**src/rtl/scan_pkg.sv**
```systemverilog
// Shared scan-protocol definitions used by the BIST controller and the CUT-side responder.
package scan_pkg;

  typedef enum logic [1:0] {
    IDLE    = 2'd0,
    SHIFT   = 2'd1,
    CAPTURE = 2'd2,
    HOLD    = 2'd3
  } scan_state_t;

  localparam int   SCAN_CHAIN_LEN = 263;
  localparam logic SCAN_SHIFT     = 1'b1;
  localparam logic SCAN_CAPTURE   = 1'b0;

endpackage

```
**src/rtl/scan_cell.sv**
```systemverilog
// Mux-D scan flop: loads si when se=1, the functional d otherwise; holds when en=0.
module scan_cell (
  input  logic clk,
  input  logic rst,
  input  logic en,
  input  logic se,
  input  logic si,
  input  logic d,
  output logic q
);

  // Scan/functional flop with hold
  always_ff @(posedge clk) begin
    if (rst) begin
      q <= 1'b0;
    end else if (en) begin
      q <= se ? si : d;
    end else begin
      q <= q;
    end
  end

endmodule

```
**src/rtl/scan_chain_responder.sv**
```systemverilog
// CUT-side scan responder: mux-D chain plus protocol FSM, shift/capture counters
// and sticky errors flagging loads that were not exactly CHAIN_LEN bits long.
module scan_chain_responder
  import scan_pkg::*;
#(
  parameter int CHAIN_LEN = SCAN_CHAIN_LEN,
  parameter int CNT_W     = 16,
  parameter int SHIFT_W   = 9
) (
  input  logic                 clk,
  input  logic                 rst,
  input  logic                 bistmode,
  input  logic                 cut_scanmode,
  input  logic                 cut_sdi,
  output logic                 cut_sdo,
  output logic [CHAIN_LEN-1:0] func_pi,
  input  logic [CHAIN_LEN-1:0] func_po,
  output logic                 capture_pulse,
  output logic [CNT_W-1:0]     capture_cnt,
  output logic [SHIFT_W-1:0]   shift_cnt,
  output logic                 err_short,
  output logic                 err_long
);

  localparam logic [SHIFT_W-1:0] LEN_CNT   = SHIFT_W'(CHAIN_LEN);
  localparam logic [SHIFT_W-1:0] SHIFT_MAX = {SHIFT_W{1'b1}};
  localparam logic [SHIFT_W-1:0] SHIFT_ONE = {{(SHIFT_W-1){1'b0}}, 1'b1};
  localparam logic [CNT_W-1:0]   CNT_ONE   = {{(CNT_W-1){1'b0}}, 1'b1};

  scan_state_t          state;
  logic [CHAIN_LEN-1:0] chain;
  logic [CHAIN_LEN-1:0] shift_in;
  logic                 do_shift;
  logic                 do_capture;
  logic [SHIFT_W-1:0]   shift_inc;

  assign shift_in = {cut_sdi, chain[CHAIN_LEN-1:1]};
  assign cut_sdo  = chain[0];
  assign func_pi  = chain;

  // Decode this cycle's chain operation; a capture only follows a shift
  always_comb begin
    do_shift   = 1'b0;
    do_capture = 1'b0;
    if (bistmode) begin
      if (cut_scanmode == SCAN_SHIFT) begin
        do_shift = 1'b1;
      end else if (state == SHIFT) begin
        do_capture = 1'b1;
      end else begin
        do_capture = 1'b0;
      end
    end else begin
      do_shift   = 1'b0;
      do_capture = 1'b0;
    end
  end

  // Saturating shift count so a runaway controller cannot wrap back to a legal value
  always_comb begin
    if (shift_cnt == SHIFT_MAX) begin
      shift_inc = shift_cnt;
    end else begin
      shift_inc = shift_cnt + SHIFT_ONE;
    end
  end

  for (genvar i = 0; i < CHAIN_LEN; i++) begin : g_cell
    scan_cell u_cell (
      .clk (clk),
      .rst (rst),
      .en  (do_shift | do_capture),
      .se  (do_shift),
      .si  (shift_in[i]),
      .d   (func_po[i]),
      .q   (chain[i])
    );
  end

  // Protocol FSM with counters and sticky error flags
  always_ff @(posedge clk) begin
    if (rst) begin
      state         <= IDLE;
      capture_pulse <= 1'b0;
      capture_cnt   <= {CNT_W{1'b0}};
      shift_cnt     <= {SHIFT_W{1'b0}};
      err_short     <= 1'b0;
      err_long      <= 1'b0;
    end else if (!bistmode) begin
      // Counters and flags stay frozen for readout after the session
      state         <= IDLE;
      capture_pulse <= 1'b0;
    end else begin
      capture_pulse <= 1'b0;
      case (state)
        IDLE: begin
          capture_cnt <= {CNT_W{1'b0}};
          err_short   <= 1'b0;
          err_long    <= 1'b0;
          if (cut_scanmode == SCAN_SHIFT) begin
            state     <= SHIFT;
            shift_cnt <= SHIFT_ONE;
          end else begin
            state     <= HOLD;
            shift_cnt <= {SHIFT_W{1'b0}};
          end
        end
        SHIFT: begin
          if (do_shift) begin
            shift_cnt <= shift_inc;
            if (shift_cnt >= LEN_CNT) begin
              err_long <= 1'b1;
            end else begin
              err_long <= err_long;
            end
          end else begin
            state         <= CAPTURE;
            capture_pulse <= 1'b1;
            capture_cnt   <= capture_cnt + CNT_ONE;
            shift_cnt     <= {SHIFT_W{1'b0}};
            if (shift_cnt < LEN_CNT) begin
              err_short <= 1'b1;
            end else begin
              err_short <= err_short;
            end
          end
        end
        CAPTURE, HOLD: begin
          if (do_shift) begin
            state     <= SHIFT;
            shift_cnt <= shift_inc;
            if (shift_cnt >= LEN_CNT) begin
              err_long <= 1'b1;
            end else begin
              err_long <= err_long;
            end
          end else begin
            state <= HOLD;
          end
        end
        default: begin
          state <= IDLE;
        end
      endcase
    end
  end

endmodule

```
**config.mk**
```make
export PLATFORM = sky130hd
export DESIGN_NAME = scan_chain_responder
export DESIGN_NICKNAME = d
export VERILOG_FILES = /design/src/rtl/scan_pkg.sv /design/src/rtl/scan_cell.sv /design/src/rtl/scan_chain_responder.sv
export SDC_FILE = /design/constraint.sdc
export NUM_CORES = 1
export LEC_CHECK = 0
export ABC_CLOCK_PERIOD_IN_PS = 2600
export CORE_AREA = 3 3 219 221
export CTS_CLUSTER_DIAMETER = 40
export DETAILED_ROUTE_END_ITERATION = 8
export DIE_AREA = 0 0 222 224
export HOLD_SLACK_MARGIN = 0.1
export PLACE_DENSITY_LB_ADDON = 0.2
export SYNTH_ARGS = -nofsm -noshare
export SYNTH_HDL_FRONTEND = slang
export SYNTH_SLANG_ARGS = --single-unit
```
**constraint.sdc**
```tcl
create_clock -name clk -period 2.6 [get_ports clk]
set_input_delay 0.26 -clock clk [delete_from_list [all_inputs] [get_ports clk]]
set_output_delay 0.26 -clock clk [all_outputs]
set_load 0.02 [all_outputs]
```
# After elaboration in Yosys (flattened, before gate mapping)
# Cells that the tools add are included.
# Widths: inputs -> output; s select.
totals:
  reg_bits: 293
  latch_bits: 0
  ram_bits: 0
  rom_bits: 0
  in_bits: 268
  out_inout_bits: 292
  wordCells: 581
  mem_count: 0
op_classes:
  add_sub_neg: 2
  multipliers: 0
  div_mod_pow: 0
  magnitude_cmp: 2
  n_eq_ne: 9
  shifts: 0
  n_mux: 286
  n_bitwise: 3
  reduce_logical: 10
op_table:
  columns: ["cell", "count"]
  rows:
  - ["$mux 1", 274]
  - ["$pmux 16 s2", 1]
  - ["$mux 9", 3]
  - ["$pmux 9 s3", 1]
  - ["$add 16x1->16 const B", 1]
  - ["$mux 16", 1]
  - ["$add 9x1->9 const B", 1]
  - ["$eq 9x9->1 const B", 1]
  - ["$ge 9x9->1 const B", 1]
  - ["$lt 9x9->1 const B", 1]
  - ["$mux 2", 3]
  - ["$ne 2x1->1 const B", 3]
  - ["$pmux 2 s3", 1]
  - ["$reduce_and 3->1", 2]
  - ["$reduce_or 3->1", 2]
  - ["$eq 2x2->1 const B", 2]
  - ["$ne 2x2->1 const B", 2]
  - ["$pmux 1 s2", 2]
  - ["$reduce_and 4->1", 1]
  - ["$reduce_or 2->1", 2]
  - ["$eq 2x1->1 const B", 1]
  - ["$logic_not 2->1", 1]
  - ["$not 1->1", 2]
  - ["$reduce_and 2->1", 1]
  - ["other kinds (2)", 2]

# Longest topological paths before layout
# Gate-level depths: netlist (run 1).
depth:
  depth_word: 5
  ltp_mapped: 6
  mapped_depth_nobuf: 5

# Hierarchy
# Synthesis (run 1) repeated with hierarchy kept, for this count alone.
unflattened:
  hier_cells: 1235
  hier_area_um2: 13715.7
modules_own_cells:
  columns: ["mod", "instances", "cells_per_inst", "area_each_um2"]
  rows:
  - ["scan_cell", 263, 4, 46.3]
  - ["scan_chain_responder", 1, 183, 1540.2]

# Least setup slack after synthesis (run 1)
# OpenSTA, ideal clock, no wires.
synth_timing:
  path_type: "register -> register"
  start: "reg shift_cnt[0]"
  end: "reg shift_cnt[7]"
  setup_ns: 0.122
  t_arrival_ns: 1.750
  slack_ns: 0.728
  path_stages_with_launch: 6
  n_path_buf: 0
  period_less_slack_ns: 1.872
  path_cell_list: "dfxtp_1 ha_1 nand3_1 o311ai_4 nor4_1 a311o_1"
synth_between:
  elab_chain_len: 4
  elab_cells_between_ends: 6
  cone_classes: "add/sub: 1; eq/ne: 1; mux: 4"
synth_rtl:
  columns: ["item", "line_no", "source"]
  rows:
  - ["from (decl)", "scan_chain_responder.sv:20", "output logic [SHIFT_W-1:0] shift_cnt,"]
  - ["from (signal assigned)", "scan_chain_responder.sv:86", "shift_cnt <= {SHIFT_W{1'b0}};"]
  - ["from (signal assigned)", "scan_chain_responder.sv:105", "shift_cnt <= {SHIFT_W{1'b0}};"]
  - ["from (signal assigned)", "scan_chain_responder.sv:110", "shift_cnt <= shift_inc;"]
  - ["$add 9x1->9 or $eq 9x9->1 (tied branches)", "scan_chain_responder.sv:64, scan_chain_responder.sv:61", null]
  - ["$mux 9 (*)", "scan_chain_responder.sv:61", "if (shift_cnt == SHIFT_MAX) begin"]
  - ["$mux 9 (on tied branches)", "scan_chain_responder.sv:129, scan_chain_responder.sv:109", null]
  - ["$pmux 9 s3 (*)", "scan_chain_responder.sv:95", "case (state)"]
# Mark *: on every way between the ends. The rest lies on a longest branch, timed or not. The select of a mux whose other input is x is not followed.
# A chain may end at the register's enable or synchronous reset.

# Worst setup path in the final report (run 1)
# Same ends and word-level chain as after synthesis.

==> results of run 1 <==
-- cells by family after synthesis --
| kind of cell | count (synthesis) |
|---|---|
| AOI/OAI and AO/OA | 311 |
| and+or+nand+nor | 863 |
| adders and majority gates | 2 |
| xor gates and xnor gates | 5 |
| DFF | 293 |
| buffers and inverters | 424 |
| muxes | 2 |
-- path summary, 6_finish.rpt --
kind,cells after the start,startpoint,slack [ns],to
min,2,rst,0.16,capture_cnt[1]
min reg2reg,2,g_cell[4].u_cell.q,0.48,g_cell[3].u_cell.q
max,5,shift_cnt[0],0.60,shift_cnt[7]
max reg2reg,5,shift_cnt[0],0.60,shift_cnt[7]
-- through the flow --
stage	power (uW)	setup WS (ns)	hold WS, ns	std cells	cell area (sq um)
6_report	15300	0.604	0.157	2801	21000
5_1_grt	15900	0.469	0.176	2801	21000
4_1_cts	15500	0.576	0.122	2800	21000
3_5_place_dp	7840	0.432	0.483	2699	19000
3_3_place_gp	7820	0.506	0.475	2699	19000
2_1_floorplan	6800	0.728	0.419	1900	14700
-- synth_stat cells (3+ instances only) --
cell type	number
clkbuf_1	82
a21oi_1	19
nand3_1	6
a31oi_1	3
buf_4	268
o21ai_0	9
buf_2	64
nand2_1	536
nand2b_1	5
inv_1	9
a311oi_1	263
or4_1	6
dfxtp_1	293
o31ai_1	5
or3_1	7
xor2_1	4
nor4_1	4
nor2_1	278
nand4_1	4
-- layer usage --
layer,vias up,part of all wire
li1,6794,-
met1,6551,0.43
met2,521,0.47
met3,89,0.075
met4,2,0.030
met5,-,0.00017
-- flip-flops by register name, summed over array words and instances, names as in the netlist --
signal,flops
capture_cnt,16
capture_pulse,1
err_long,1
err_short,1
g_cell.u_cell.q,263
shift_cnt,9
state,2
-- cell type report --
type	instances	area [sq um]	area share
repair buffers	607	6260	0.297
inverters	9	33.8	0.00161
multi-input cells	1183	6130	0.291
flip-flops and latches	293	5870	0.279
clock inverters	36	465	0.0221
diodes	1	2.50	0.000119
clock buffers	65	1530	0.0725
well taps	607	759	0.0361
-- power by group --
| part | internal [uW] | switching [uW] |
|---|---|---|
| Sequential | 4820 | 302 |
| Combinational | 1280 | 1340 |
| Clock | 5020 | 2560 |
| Total | 11100 | 4210 |
-- critical path, stage by stage, from the launching register on --
cell	delay [ns]
dfxtp_1	0.44
ha_1	0.23
nand3_1	0.24
o311ai_4	0.53
nor4_1	0.10
a311o_1	0.32
==> impl_metrics.toml, run 1 <==
[yosys]
synthXorXnorAreaFrac = 0.00299
async_flop_share = 0
synth_compound_area_frac = 0.179
yosysWarningCount = 0
synth.largest_area_cell = "dfxtp_1"
synthCells = 1900
synth_top_family_by_area = "simple AND/OR/NAND/NOR gates"
synth_seq_area_share = 0.400
synth-adder-area-share = 0.00171
synth_area_leaders = "dfxtp_1 (40%), a311oi_1 (16%), buf_4 (14%)"
synth_mux_area_frac = 0.00137
synth_top_area_share = 0.400
syn_area_per_cell_sq_um = 7.71
synth-seq-cells = 293
synth_simple_gate_area_share = 0.232
syn_area_sq_mm = 0.0147
syn_nets = 2170
ys_types = 44
yosys_most_used_dff = "dfxtp_1"
synth_edf_count = 0

[pwr]
leakage_uw = 0.00768
max-vdd-ir-drop_uv = 506
pwr_density_cell_mw_per_mm2 = 729

[cells_and_area]
final_cell_mix = "clkdlybuf4s50_1 (558), nand2_1 (535), dfxtp_1 (293)"
mostFrequentLayoutCell = "clkdlybuf4s50_1"
synthToLayoutAreaGrowth_pct = 43.6
num-fill-cells = 4644
nNetsFinal = 2418
final_util = 0.454
layout-drive-gt1-share = 0.0734

[grt]
use_met3 = 0.0574
gr-usage-met2 = 0.324
antenna_found_initial = 2
grt_max_degree = 119
grt_usage = 0.199
grt_pass1_vias = 13700
busiest_layer = "met2"
grt.overflow.total = 0
grt_pass1_wl_mm = 79.9
met1_usage = 0.253

[clock_tree]
cts_sinks = 293
cts_tree = "built"
ctsHoldBuffers = 0
clock_latency_ns = 0.58
clockBufferDepth = 3
clkSlewWorstSetupHoldPaths_ns = 0.05
cts_max_level = 2
cts_resized = 0
root_buffer = "clkbuf_16"
postCtsSetupRepairBufs = 0
cts_inserted_buffers = 54

[sta]
finalHoldViolations = 0
fin_skew_ns = 0.0143
rsz0062_at_grt = "no"
slew_viol_final = 0
worst_pin_slew_ns = 0.604
fin_crit_sh = 0.768
relSlewSlack = 0.598
fin_setup_tns_ns = 0
setup-violations-final = 0
fmax_mhz = 501
period_minus_slack_ns = 2.00

[routing]
drc_errors = 0
drt_iter0_drc = 1091
vias = 14000
drtPass1Iterations = 5
routedWlPerCell_microns = 18.6
finalWirelength_mm = 52.2
vias_per_cell = 4.98
postRouteAntennaNets = 0

[place]
port_buffers = 559
gp_congestion = 0.844
dp_hpwl_mm = 37.7

[critical_path]
start_kind = "flop"
worst-endpoint-arrival_ns = 2.45
end_kind = "flop"
cp.required_ns = 3.06
crit_type = "flop to flop"
crit_path_max_fanout = 10

[floorplan]
die_area_sq_mm = 0.0497
start_util = 0.316
ios = 560
placementRows = 79
die_h_microns = 224
coreArea_sq_mm = 0.0464
die_x_microns = 222

[status]
status = "finished clean"

[run]
cap_violations = 0

[worst_hold_path]
hold_class = "input port to flop"
(Power assumes the default switching activity.)
==> run 2: changes to the inputs <==
ABC_CLOCK_PERIOD_IN_PS = 1800   (was 2600)
CORE_AREA = 3 3 214 216   (was 3 3 219 221)
DIE_AREA = 0 0 217 219   (was 0 0 222 224)
clock period = 1.8 ns   (was 2.6 ns; I/O delays follow)
==> impl_metrics.toml, run 2 (synthesized netlist as in run 1, its figures left out) <==
[status]
status = "finished clean"

[worst_hold_path]
min_from = "func_po[205]"
hold_end = "g_cell[205].u_cell.q"
hold_class = "input port to flop"
hold_depth = 3

[grt]
grt_max_degree = 134
grt_pass1_vias = 13900
grt_usage = 0.208
grt_pass1_wl_mm = 79.4
antenna_found_initial = 2
grt.overflow.total = 0

[place]
dp_hpwl_mm = 38.7
gp_congestion = 0.878
port_buffers = 559
place_ws_ns = -0.241

[critical_path]
crit_path_max_fanout = 3
cp.required_ns = 1.62
critPathMaxStageDelay_ns = 0.64
crit_type = "flop to primary output"
start_kind = "flop"
timing.critical_path.max_delay_family = "buffers and inverters"
worst-endpoint-arrival_ns = 1.57
crit_chain = "clkdlybuf4s50_1"
path_buf_inv = 1
reg2reg_depth = 5
slowest_stage = "clkdlybuf4s50_1"
end_kind = "primary output"
rrSetupSlack_ns = 0.12
rr_startpoint = "shift_cnt[5]"
r2r_end = "shift_cnt[7]"

[floorplan]
die_h_microns = 219
die_area_sq_mm = 0.0475
die_x_microns = 217
ios = 560
start_util = 0.332
coreArea_sq_mm = 0.0441
placementRows = 77

[sta]
fin_hold_ws_ns = 0.193
worst_pin_slew_ns = 0.728
fin_skew_ns = 0.0188
worst_slack_ns = 0.0483
fmax_mhz = 571
fin_crit_sh = 0.973
slew_viol_final = 0
relSlewSlack = 0.514
setup-violations-final = 0
period_minus_slack_ns = 1.75
finalHoldViolations = 0

[cells_and_area]
largest_register_ffs = 263
layout-drive-gt1-share = 0.0946
reg_top3 = "g_cell.u_cell.q x263, capture_cnt x16, shift_cnt x9"
final_cell_mix = "nand2_1 (535), clkdlybuf4s50_1 (414), dfxtp_1 (291)"
synthToLayoutAreaGrowth_pct = 45.7
largest-register = "g_cell.u_cell.q"
nNetsFinal = 2472
mostFrequentLayoutCell = "nand2_1"

[routing]
postRouteAntennaNets = 0
drc_errors = 0
drt_iter0_drc = 978
vias_per_cell = 5.01
finalWirelength_mm = 52.4
drtPass1Iterations = 5
vias = 14200
routedWlPerCell_microns = 18.5

[pwr]
leakage_uw = 0.00890
max-vdd-ir-drop_uv = 597
pwr_density_cell_mw_per_mm2 = 993

[clock_tree]
cts_inserted_buffers = 52
cts_sinks = 293
clockBufferDepth = 3
clkSlewWorstSetupHoldPaths_ns = 0.05
root_buffer = "clkbuf_16"
cts_max_level = 2
postCtsSetupRepairBufs = 0
cts_tree = "built"
clock_latency_ns = 0.56

[run]
cap_violations = 0
run 2: cell count changes in the layout (fill, tap and decap cells not counted), moves of 5 or more:
cell / delta
buf_12: +11
clkinv_2: +5
dlymetal6s2s_1: +36
dlygate4sd2_1: +108
clkdlybuf4s50_1: -144
buf_4: +44
run 2: timing repair:
item,CTS,global route
pin swaps,0,0
gates resized for setup,108,39
endpoints found under the setup margin,108,45
hold buffers,1,0
cloned,0,0
endpoints found under the hold margin,14,0
run 2: through the flow:
stage                     power (uW)  instance area [sq um]  std cells  TNS (ns)  utilization
after floorplan                 9820                  14700       1900         0            -
after global placement         11400                  19600       2739    -27.69        0.444
after detailed placement       11400                  19600       2739    -40.63        0.444
after CTS                      21400                  21200       2834         0        0.481
after global routing           22000                  21400       2836  -0.00234        0.484
final                          21200                  21400       2836         0        0.484
run 2: cell type report:
cell class / instances / area [sq um]
Antenna cell: 2 / 5.00
Tap cell: 592 / 741
Clock inverter: 28 / 312
Inverter: 9 / 33.8
Clock buffer: 66 / 1480
Timing Repair Buffer: 663 / 6780
Multi-Input combinational cell: 1183 / 6140
Fill cell: 4270 / 22800
Sequential cell: 293 / 5870
run 2: per-layer routing:
| metal | up-vias | global-route usage | wire (microns) |
|---|---|---|---|
| met5 | - | 0 | 0 |
| met2 | 566 | 0.340 | 24400 |
| met3 | 97 | 0.0543 | 4070 |
| met1 | 6661 | 0.263 | 22100 |
| met4 | 0 | 0.0824 | 1820 |
| li1 | 6890 | - | - |
run 2: how the worst max path moves through the flow:
stage                               startpoint                   to  slack, ns  depth (start not counted)
after global routing              shift_cnt[5]         shift_cnt[7]     -0.002                          4
after CTS                 g_cell[101].u_cell.q         func_pi[101]     0.0004                          1
after floorplan                   shift_cnt[0]         shift_cnt[7]       0.09                          5
final                     g_cell[220].u_cell.q         func_pi[220]       0.05                          1
after global placement            cut_scanmode         shift_cnt[7]      -0.24                          6
after detailed placement          cut_scanmode  g_cell[21].u_cell.q      -0.24                          7
run 2: power breakdown:
group	internal, uW	switching [uW]
clock network	6510	3480
registers	6970	417
logic	1840	1970
total	15300	5880
